==> config.mk <==
export PLATFORM = sky130hd
export DESIGN_NAME = fft_frame_feeder
export DESIGN_NICKNAME = d
export VERILOG_FILES = /design/src/rtl/fft_pkg.sv /design/src/rtl/fft_pingpong_buf.sv /design/src/rtl/fft_frame_feeder.sv
export SDC_FILE = /design/constraint.sdc
export NUM_CORES = 2
export LEC_CHECK = 0
export CORE_ASPECT_RATIO = 1.2
export CORE_UTILIZATION = 30
export CTS_BUF_LIST = sky130_fd_sc_hd__clkbuf_8
export CTS_CLUSTER_SIZE = 12
export DETAILED_ROUTE_END_ITERATION = 12
export GPL_ROUTABILITY_DRIVEN = 1
export GPL_TIMING_DRIVEN = 0
export PLACE_DENSITY = 0.43
export SYNTH_ARGS = -nofsm -noshare
export SYNTH_HDL_FRONTEND = slang
export SYNTH_SLANG_ARGS = --single-unit
==> constraint.sdc <==
create_clock -name clk -period 5.7 [get_ports clk]
set_clock_uncertainty 0.05 [all_clocks]
set_input_delay 1.14 -clock clk [delete_from_list [all_inputs] [get_ports clk]]
set_output_delay 1.14 -clock clk [all_outputs]
set_load 0.1 [all_outputs]
==> src/rtl/fft_pkg.sv <==
// Shared FFT front-end types and constants.
// Frame geometry, complex sample layout and feeder states.
package fft_pkg;

  localparam int FFT_N     = 64;
  localparam int FFT_LOG2N = 6;

  typedef struct packed {
    logic signed [15:0] re;
    logic signed [15:0] im;
  } cplx_t;

  typedef enum logic {
    FEED_IDLE,
    FEED_STREAM
  } feed_state_e;

endpackage

==> src/rtl/fft_pingpong_buf.sv <==
// Two-bank frame store with full flags and bank pointers.
// Writer fills banks in turn; reader releases them in turn.
module fft_pingpong_buf
  import fft_pkg::*;
#(
  parameter int N  = FFT_N,
  parameter int DW = 32
) (
  input  logic                 clk,
  input  logic                 rst,
  input  logic                 wr_en_i,
  input  logic [DW-1:0]        wr_data_i,
  output logic                 wr_ready_o,
  input  logic [$clog2(N)-1:0] rd_addr_i,
  output logic [DW-1:0]        rd_data_o,
  output logic                 rd_full_o,
  input  logic                 rel_i
);

  localparam int AW = $clog2(N);

  logic [DW-1:0] mem_q [2*N];
  logic [1:0]    full_q, full_d;
  logic          wr_bank_q, wr_bank_d;
  logic          rd_bank_q, rd_bank_d;
  logic [AW-1:0] wr_cnt_q, wr_cnt_d;
  logic          wr_fire;

  assign wr_ready_o = !rst && !full_q[wr_bank_q];
  assign wr_fire    = wr_en_i && wr_ready_o;
  assign rd_data_o  = mem_q[{rd_bank_q, rd_addr_i}];
  assign rd_full_o  = full_q[rd_bank_q];

  // Pointer and flag next-state; fill and release touch different banks.
  always_comb begin
    full_d    = full_q;
    wr_bank_d = wr_bank_q;
    rd_bank_d = rd_bank_q;
    wr_cnt_d  = wr_cnt_q;
    if (wr_fire) begin
      wr_cnt_d = wr_cnt_q + 1'b1;
      if (wr_cnt_q == AW'(N - 1)) begin
        full_d[wr_bank_q] = 1'b1;
        wr_bank_d         = ~wr_bank_q;
      end
    end
    if (rel_i) begin
      full_d[rd_bank_q] = 1'b0;
      rd_bank_d         = ~rd_bank_q;
    end
  end

  // Control state; reset drops any partial frame.
  always_ff @(posedge clk) begin
    if (rst) begin
      full_q    <= '0;
      wr_bank_q <= 1'b0;
      rd_bank_q <= 1'b0;
      wr_cnt_q  <= '0;
    end else begin
      full_q    <= full_d;
      wr_bank_q <= wr_bank_d;
      rd_bank_q <= rd_bank_d;
      wr_cnt_q  <= wr_cnt_d;
    end
  end

  // Sample storage; contents survive reset.
  always_ff @(posedge clk) begin
    if (wr_fire) begin
      mem_q[{wr_bank_q, wr_cnt_q}] <= wr_data_i;
    end
  end

endmodule

==> src/rtl/fft_frame_feeder.sv <==
// Frame feeder: buffers input frames, streams them unbroken to the FFT.
// Build option FEEDER_CONJ_EN conjugates samples on the write path.
module fft_frame_feeder
  import fft_pkg::*;
#(
  parameter int N  = FFT_N,
  parameter int DW = 32
) (
  input  logic          clk,
  input  logic          rst,
  input  logic [DW-1:0] s_data,
  input  logic          s_valid,
  output logic          s_ready,
  output logic          fft_nrst,
  output logic [DW-1:0] fft_data,
  output logic          frame_start,
  output logic          filler,
  output logic          underrun
);

  localparam int AW = $clog2(N);

  feed_state_e   state_q, state_d;
  logic [AW-1:0] rd_cnt_q, rd_cnt_d;
  logic [DW-1:0] data_q, data_d;
  logic          nrst_q, nrst_d;
  logic          fs_q, fs_d;
  logic          fill_q, fill_d;
  logic          ur_q, ur_d;
  logic          rel;
  logic          rd_full;
  logic [DW-1:0] rd_data;
  logic [DW-1:0] wr_data;

`ifdef FEEDER_CONJ_EN
  cplx_t in_c, wr_c;

  assign in_c = s_data;

  // Conjugate on entry; -32768 has no positive twin so it clamps.
  always_comb begin
    wr_c = in_c;
    if (in_c.im == 16'sh8000) wr_c.im = 16'sh7fff;
    else                      wr_c.im = -in_c.im;
  end

  assign wr_data = wr_c;
`else
  assign wr_data = s_data;
`endif

  fft_pingpong_buf #(
    .N  (N),
    .DW (DW)
  ) u_buf (
    .clk        (clk),
    .rst        (rst),
    .wr_en_i    (s_valid),
    .wr_data_i  (wr_data),
    .wr_ready_o (s_ready),
    .rd_addr_i  (rd_cnt_q),
    .rd_data_o  (rd_data),
    .rd_full_o  (rd_full),
    .rel_i      (rel)
  );

  // Next-state: start on first full bank, then pick real/filler per frame.
  always_comb begin
    state_d  = state_q;
    rd_cnt_d = rd_cnt_q;
    data_d   = data_q;
    nrst_d   = nrst_q;
    fs_d     = 1'b0;
    fill_d   = fill_q;
    ur_d     = 1'b0;
    rel      = 1'b0;
    unique case (state_q)
      FEED_IDLE: begin
        data_d   = '0;
        nrst_d   = 1'b0;
        fill_d   = 1'b0;
        rd_cnt_d = '0;
        if (rd_full) begin
          state_d  = FEED_STREAM;
          data_d   = rd_data;
          nrst_d   = 1'b1;
          fs_d     = 1'b1;
          rd_cnt_d = AW'(1);
        end
      end
      FEED_STREAM: begin
        nrst_d   = 1'b1;
        rd_cnt_d = rd_cnt_q + 1'b1;
        if (rd_cnt_q == '0) begin
          fs_d   = 1'b1;
          fill_d = !rd_full;
          ur_d   = !rd_full;
          data_d = rd_full ? rd_data : '0;
        end else begin
          data_d = fill_q ? '0 : rd_data;
          rel    = !fill_q && (rd_cnt_q == AW'(N - 1));
        end
      end
      default: state_d = FEED_IDLE;
    endcase
  end

  // Registered state and FFT-facing outputs.
  always_ff @(posedge clk) begin
    if (rst) begin
      state_q  <= FEED_IDLE;
      rd_cnt_q <= '0;
      data_q   <= '0;
      nrst_q   <= 1'b0;
      fs_q     <= 1'b0;
      fill_q   <= 1'b0;
      ur_q     <= 1'b0;
    end else begin
      state_q  <= state_d;
      rd_cnt_q <= rd_cnt_d;
      data_q   <= data_d;
      nrst_q   <= nrst_d;
      fs_q     <= fs_d;
      fill_q   <= fill_d;
      ur_q     <= ur_d;
    end
  end

  assign fft_nrst    = nrst_q;
  assign fft_data    = data_q;
  assign frame_start = fs_q;
  assign filler      = fill_q;
  assign underrun    = ur_q;

endmodule

Word level (Yosys, flattened, before mapping). Memories as Yosys holds them, arrays and structs flattened. Index checks and enable logic that the tools add are counted.

Register bits: 53. Memory bits (writable): 4096. Input port bits: 35. Memories: 1.

$add $sub $neg: 2. Order comparisons: 4. Eq/ne operators: 3. Multiplexer cells: 28. Bitwise logic cells: 7. Reduce and logical (&&, ||, !) cells: 12.

Memory list: u_buf.mem_q (words 128, width 32, rd ports 1, clocked after memory_dff 0, wr ports 1, line fft_pingpong_buf.sv:22) `logic [DW-1:0] mem_q [2*N];`.

Operator list (number): two-way mux 32 bit (3); case mux 32 bit (2 select lines) (1); two-way mux 1 bit (15); adder 6 x 1 -> 6 bit, second input constant (2); == test 6 bit, second input constant (2); case mux 6 bit (2 select lines) (1); logical NOT 6 bit (1); two-way mux 2 bit (3); case mux 1 bit (2 select lines) (3); logical AND 1 bit (5); logical NOT 1 bit (4); < comparator 1 x 2 -> 1 bit, second input constant (2); inverter 1 bit (4); OR reduction 3 bit (1); AND 2 bit (1); demux 1 bit (select 1 bit) (2); greater-or-equal comparator 1 bit, second input constant (2); inequality test 2 x 1 -> 1 bit, second input constant (1); inverter 2 bit (1); OR 2 bit (1); AND reduction 2 bit (1).

Longest topological paths before layout.
Depth after elaboration: 9. Mapped depth: 16. Mapped depth without buffers: 7.

Modules after synthesis. From an unflattened synthesis, not the netlist that was laid out.

Cell total of the unflattened synthesis: 6117. Area total of the unflattened synthesis: 157302.1 sq um.

Modules (own cells, without submodules): fft_pingpong_buf (times used 1, cells an instance 6001, area an instance 155989.6 sq um, sequential area each 123198.2 sq um); fft_frame_feeder (times used 1, cells an instance 116, area an instance 1312.5 sq um, sequential area each 840.8 sq um).

Least setup slack after synthesis. Ideal clock, no wire load.

Path type: input -> register. Start point: input rst. End point: memory u_buf.mem_q[110][0] (enable). Library setup time: 0.421 ns. Arrival time: 3.710 ns. Required time: 5.229 ns. Slack: 1.519 ns. Cell stages on the path: 6. Buffers on the path: 2. Cell sequence: nor3b_1 -> clkbuf_1 -> nor2b_1 -> nand3_1 -> clkbuf_1 -> nor2_1.

Word-level cells in the longest chain between the ends: 5.

Ends and longest elaborated chain: start, declared (line fft_frame_feeder.sv:10) `input logic rst,`; logical NOT 1 bit (line fft_pingpong_buf.sv:29) `assign wr_ready_o = !rst && !full_q[wr_bank_q];`; logical AND 1 bit (line fft_pingpong_buf.sv:29); logical AND 1 bit (line fft_pingpong_buf.sv:30) `assign wr_fire = wr_en_i && wr_ready_o;`; two-way mux 1 bit (line fft_pingpong_buf.sv:70) `if (wr_fire) begin`; two-way mux 1 bit (implied by the code) (line fft_pingpong_buf.sv:71) `mem_q[{wr_bank_q, wr_cnt_q}] <= wr_data_i;`; end, declared (line fft_pingpong_buf.sv:22).

Every way passes these cells.

Worst setup path in the final report.
Start point: register rd_cnt_q[1]. End point: register data_q[28], in the netlist fft_data[28].

Word-level cells in the longest chain between the ends: 4. Elaborated cells on any way between the ends: 6. Those cells by class: mux (4); reduce/logical (1); memory (1).

Ends and longest elaborated chain: start, declared (line fft_frame_feeder.sv:24) `logic [AW-1:0] rd_cnt_q, rd_cnt_d;`; start signal, assigned (line fft_frame_feeder.sv:120) `rd_cnt_q <= rd_cnt_d;`; memory (128 x 32 bit); two-way mux 32 bit (on tied branches) (line fft_frame_feeder.sv:100, fft_frame_feeder.sv:83, fft_frame_feeder.sv:98); two-way mux 32 bit (line fft_frame_feeder.sv:94) `if (rd_cnt_q == '0) begin`; case mux 32 bit (2 select lines) * (line fft_frame_feeder.sv:77) `unique case (state_q)`; end signal, assigned (line fft_frame_feeder.sv:121) `data_q <= data_d;`; end, declared (line fft_frame_feeder.sv:25) `logic [DW-1:0] data_q, data_d;`.

Mark *: on every way between the ends. The rest lies on a longest branch, timed or not. A chain may end at the register's enable or synchronous reset.

==> flow_metrics.tcl <==
set metrics [dict create \
    syn_area_per_cell_um2 23.0 \
    finalNetCount 8101 \
    p_comb_frac 0.013 \
    cts-buffers-inserted 687 \
    hold_viol_final 0 \
    syn_nets 6924 \
    yosys.cell_types.count 74 \
    ys_top_cells_by_area "edfxtp_1 78%, mux4_2 14%, mux2i_1 1.9%" \
    synthFlopType "edfxtp_1" \
    synth_edf_count 4096 \
    cts-root-buf "clkbuf_8" \
    switchingPower_mw 13.9 \
    ys_ff_latch 4148 \
    post-route-util 0.364 \
    leakage_nw 58.7 \
    syn_area_um2 158000 \
    routabilityCongestion 0.901 \
    drcViolationCount 0 \
    cts.clk_slew.worst_paths_ps 70 \
    vias_per_cell 5.99 \
    power_density_nw_per_um2 315 \
    setup_violations 13 \
    status "finished with violations" \
    yosys.area.top_type "edfxtp_1" \
    mostFrequentLayoutCells "4096 x edfxtp_1, 1008 x mux4_2, 701 x clkbuf_8" \
    port-buffer-count 71 \
    violations "max-capacitance violations, max-slew violations, negative setup slack" \
    p_sw_frac 0.231 \
    rr_startpoint "rd_cnt_q[1]$_SDFF_PP0_" \
    clock_latency_ps 1380 \
    hold_depth 1 \
    cts_max_level 6 \
    antenna_left 0 \
    path_class "register to register" \
    grt-busiest-layer "met2" \
    dieArea_um2 530000 \
    final_common_cell "edfxtp_1" \
    grt_usage 0.297 \
    grtUsageMet2 0.455 \
    met3_usage 0.0888 \
    whs_ps 115 \
    coreArea_um2 524000 \
    die_h_um 798 \
    grt_pass1_wl_um 994000 \
    crit_path_start "rd_cnt_q[1]$_SDFF_PP0_" \
    wire_per_inst_um 51.6 \
    fp-row-count 291 \
    fmax_mhz 164 \
    drv_cap 4 \
    drt_pre_antenna_iters 8 \
    synth.top_cell.area_share 0.777 \
    grt_setup_unrepaired "false" \
    cp-endpoint "fft_data[28]$_SDFF_PP0_" \
    clockBufferDepth 4 \
    postCtsHoldBufs 0 \
    slew_headroom -0.0433 \
    ir_drop_mv 0.254 \
    ff2ff_path_depth 10 \
    routed-via-count 93200 \
    cp_max_fo 17 \
    seq_area_frac_synth 0.784 \
    yosys_warnings 0 \
    async_flop_share 0 \
    area_growth_pct 20.5 \
    overflow 0 \
    dp_hpwl_um 568000 \
    worstMarginPinSlew_ps 1560 \
    drtIter0Drc 17700 \
    p_int_mw 46.1 \
    syn_inst 6886 \
    fillers 48100 \
    period_share 1.07 \
    die_width_um 665 \
    cts.sinks 4148 \
    period_needed_ps 6080 \
    cts_tree "done" \
    cp.arrival_ps 7100 \
    holdCritPathClass "input port to register" \
    sequentialPowerShare 0.559 \
    grt_use_met1 0.362 \
    cp_data_required_time_ps 6720 \
    place_ws_ps -1980 \
    wl_um 803000 \
    drive_gt1_frac 0.330 \
    critPathLaunchType "register" \
    ios 72 \
    end_kind "register" \
    drv_slew 16 \
    grt_max_degree 105 \
    setup_slack_ps -380 \
    clkPwrFrac 0.428 \
    initial_utilization 0.302 \
    grt_pass1_vias 88700 \
    antenna_found_initial 81 \
    worst-r2r-setup-slack_ps -380 \
    r2r-end "fft_data[28]$_SDFF_PP0_" \
]
synthesized netlist by cell type, types with 5 or more instances:
library cell	number
xnor2_1	7
o2111ai_1	5
clkbuf_1	124
nor3_1	28
o21ai_0	32
a2111oi_0	15
nand4_1	10
o211ai_1	14
a211o_1	19
a22o_1	28
buf_4	67
o21ai_1	7
buf_1	28
a22oi_1	86
mux2_2	33
dfxtp_1	52
nand2_1	140
mux2i_1	294
and2_1	11
nand2b_1	6
buf_6	46
nor2b_1	16
inv_1	11
a31oi_1	14
a21oi_1	63
edfxtp_1	4096
a211oi_1	38
buf_2	115
mux4_2	1008
and3_1	5
a221oi_1	26
a32oi_1	6
o22ai_1	70
nor2_1	200
a41oi_1	6
or4_1	5
nand3_1	47
nor4_1	10
o221ai_1	34
cells by family (layout without fill, tap and decap cells):
group | Yosys count | count (layout) | synth area share
compound gates | 492 | 492 | 0.0225
xor+xnor | 11 | 11 | 0.000609
fa+ha+maj | 3 | 3 | 0.000237
buf+inv | 393 | 2119 | 0.0140
flops | 4148 | 4148 | 0.784
mux | 1335 | 1335 | 0.164
other cells | 0 | 71 | 0
simple gates | 504 | 504 | 0.0143
metrics by stage:
stage / instance area, um^2 / std cells / power, mW / TNS (ps)
2_1_floorplan: 158000 / 6886 / 34.2 / 0
3_5_place_dp: 177000 / 14300 / 34.9 / -106630
3_3_place_gp: 168000 / 13800 / 35.0 / -
6_report: 191000 / 15600 / 60.0 / -1420
5_1_grt: 191000 / 15500 / 61.3 / 0
4_1_cts: 190000 / 15500 / 60.1 / 0
power by group through the flow:
| stage | Clock [mW] | Combinational (mW) | Sequential [mW] |
|---|---|---|---|
| finish | 25.7 | 0.776 | 33.5 |
| global placement | 0 | 0.613 | 34.4 |
| detailed placement | 0 | 0.753 | 34.2 |
| CTS | 25.8 | 0.754 | 33.5 |
| global route | 27.0 | 0.787 | 33.5 |
| floorplan | 0 | 0.0484 | 34.2 |
worst max-delay path: stages (launching register included):
cell	delay [ps]
dfxtp_1	480
buf_2	310
buf_4	290
buf_4	330
buf_2	1030
clkbuf_2	720
mux4_2	410
mux2i_1	800
a211oi_1	190
o211ai_1	450
o21ai_1	480
layout make-up:
type	count	area (um^2)	area share
diodes	71	178	0.000932
plain buffers	378	2310	0.0121
clock buffers	701	9650	0.0506
clock inverters	537	3200	0.0168
inverters	12	45.0	0.000236
multi-input cells	2345	33100	0.174
flip-flops and latches	4148	124000	0.651
well taps	6885	8610	0.0452
repair buffers	491	9470	0.0497
flip-flops by register name, indices dropped and copies added (netlist names):
register,flops
u_buf.full_q,2
u_buf.rd_bank_q,1
state_q,1
u_buf.wr_bank_q,1
underrun,1
u_buf.wr_cnt_q,6
frame_start,1
u_buf.mem_q,4096
filler,1
fft_data,32
rd_cnt_q,6
per-layer routing:
layer | share of wire | routed length (um)
met2 | 0.45 | 359000
met5 | 0.00020 | 159
met3 | 0.11 | 91000
met4 | 0.082 | 66000
met1 | 0.36 | 287000
worst min path at each step:
stage / to / start
2_1_floorplan: u_buf.full_q[0]$_SDFF_PP0_ / u_buf.full_q[0]$_SDFF_PP0_
3_3_place_gp: rd_cnt_q[0]$_SDFF_PP0_ / state_q$_SDFF_PP0_
3_5_place_dp: rd_cnt_q[0]$_SDFF_PP0_ / state_q$_SDFF_PP0_
4_1_cts: u_buf.mem_q[106][19]$_DFFE_PP_ / s_data[19]
5_1_grt: u_buf.mem_q[105][19]$_DFFE_PP_ / s_data[19]
6_report: u_buf.mem_q[47][1]$_DFFE_PP_ / s_data[1]
what timing repair did:
item / 4_1_cts / 5_1_grt
resized for setup: 36 / 3
endpoints found under the setup margin: 30 / 2
pin swaps: 2 / 1
buffers inserted: 1 / 0
Power figures use the tool's default switching activity.
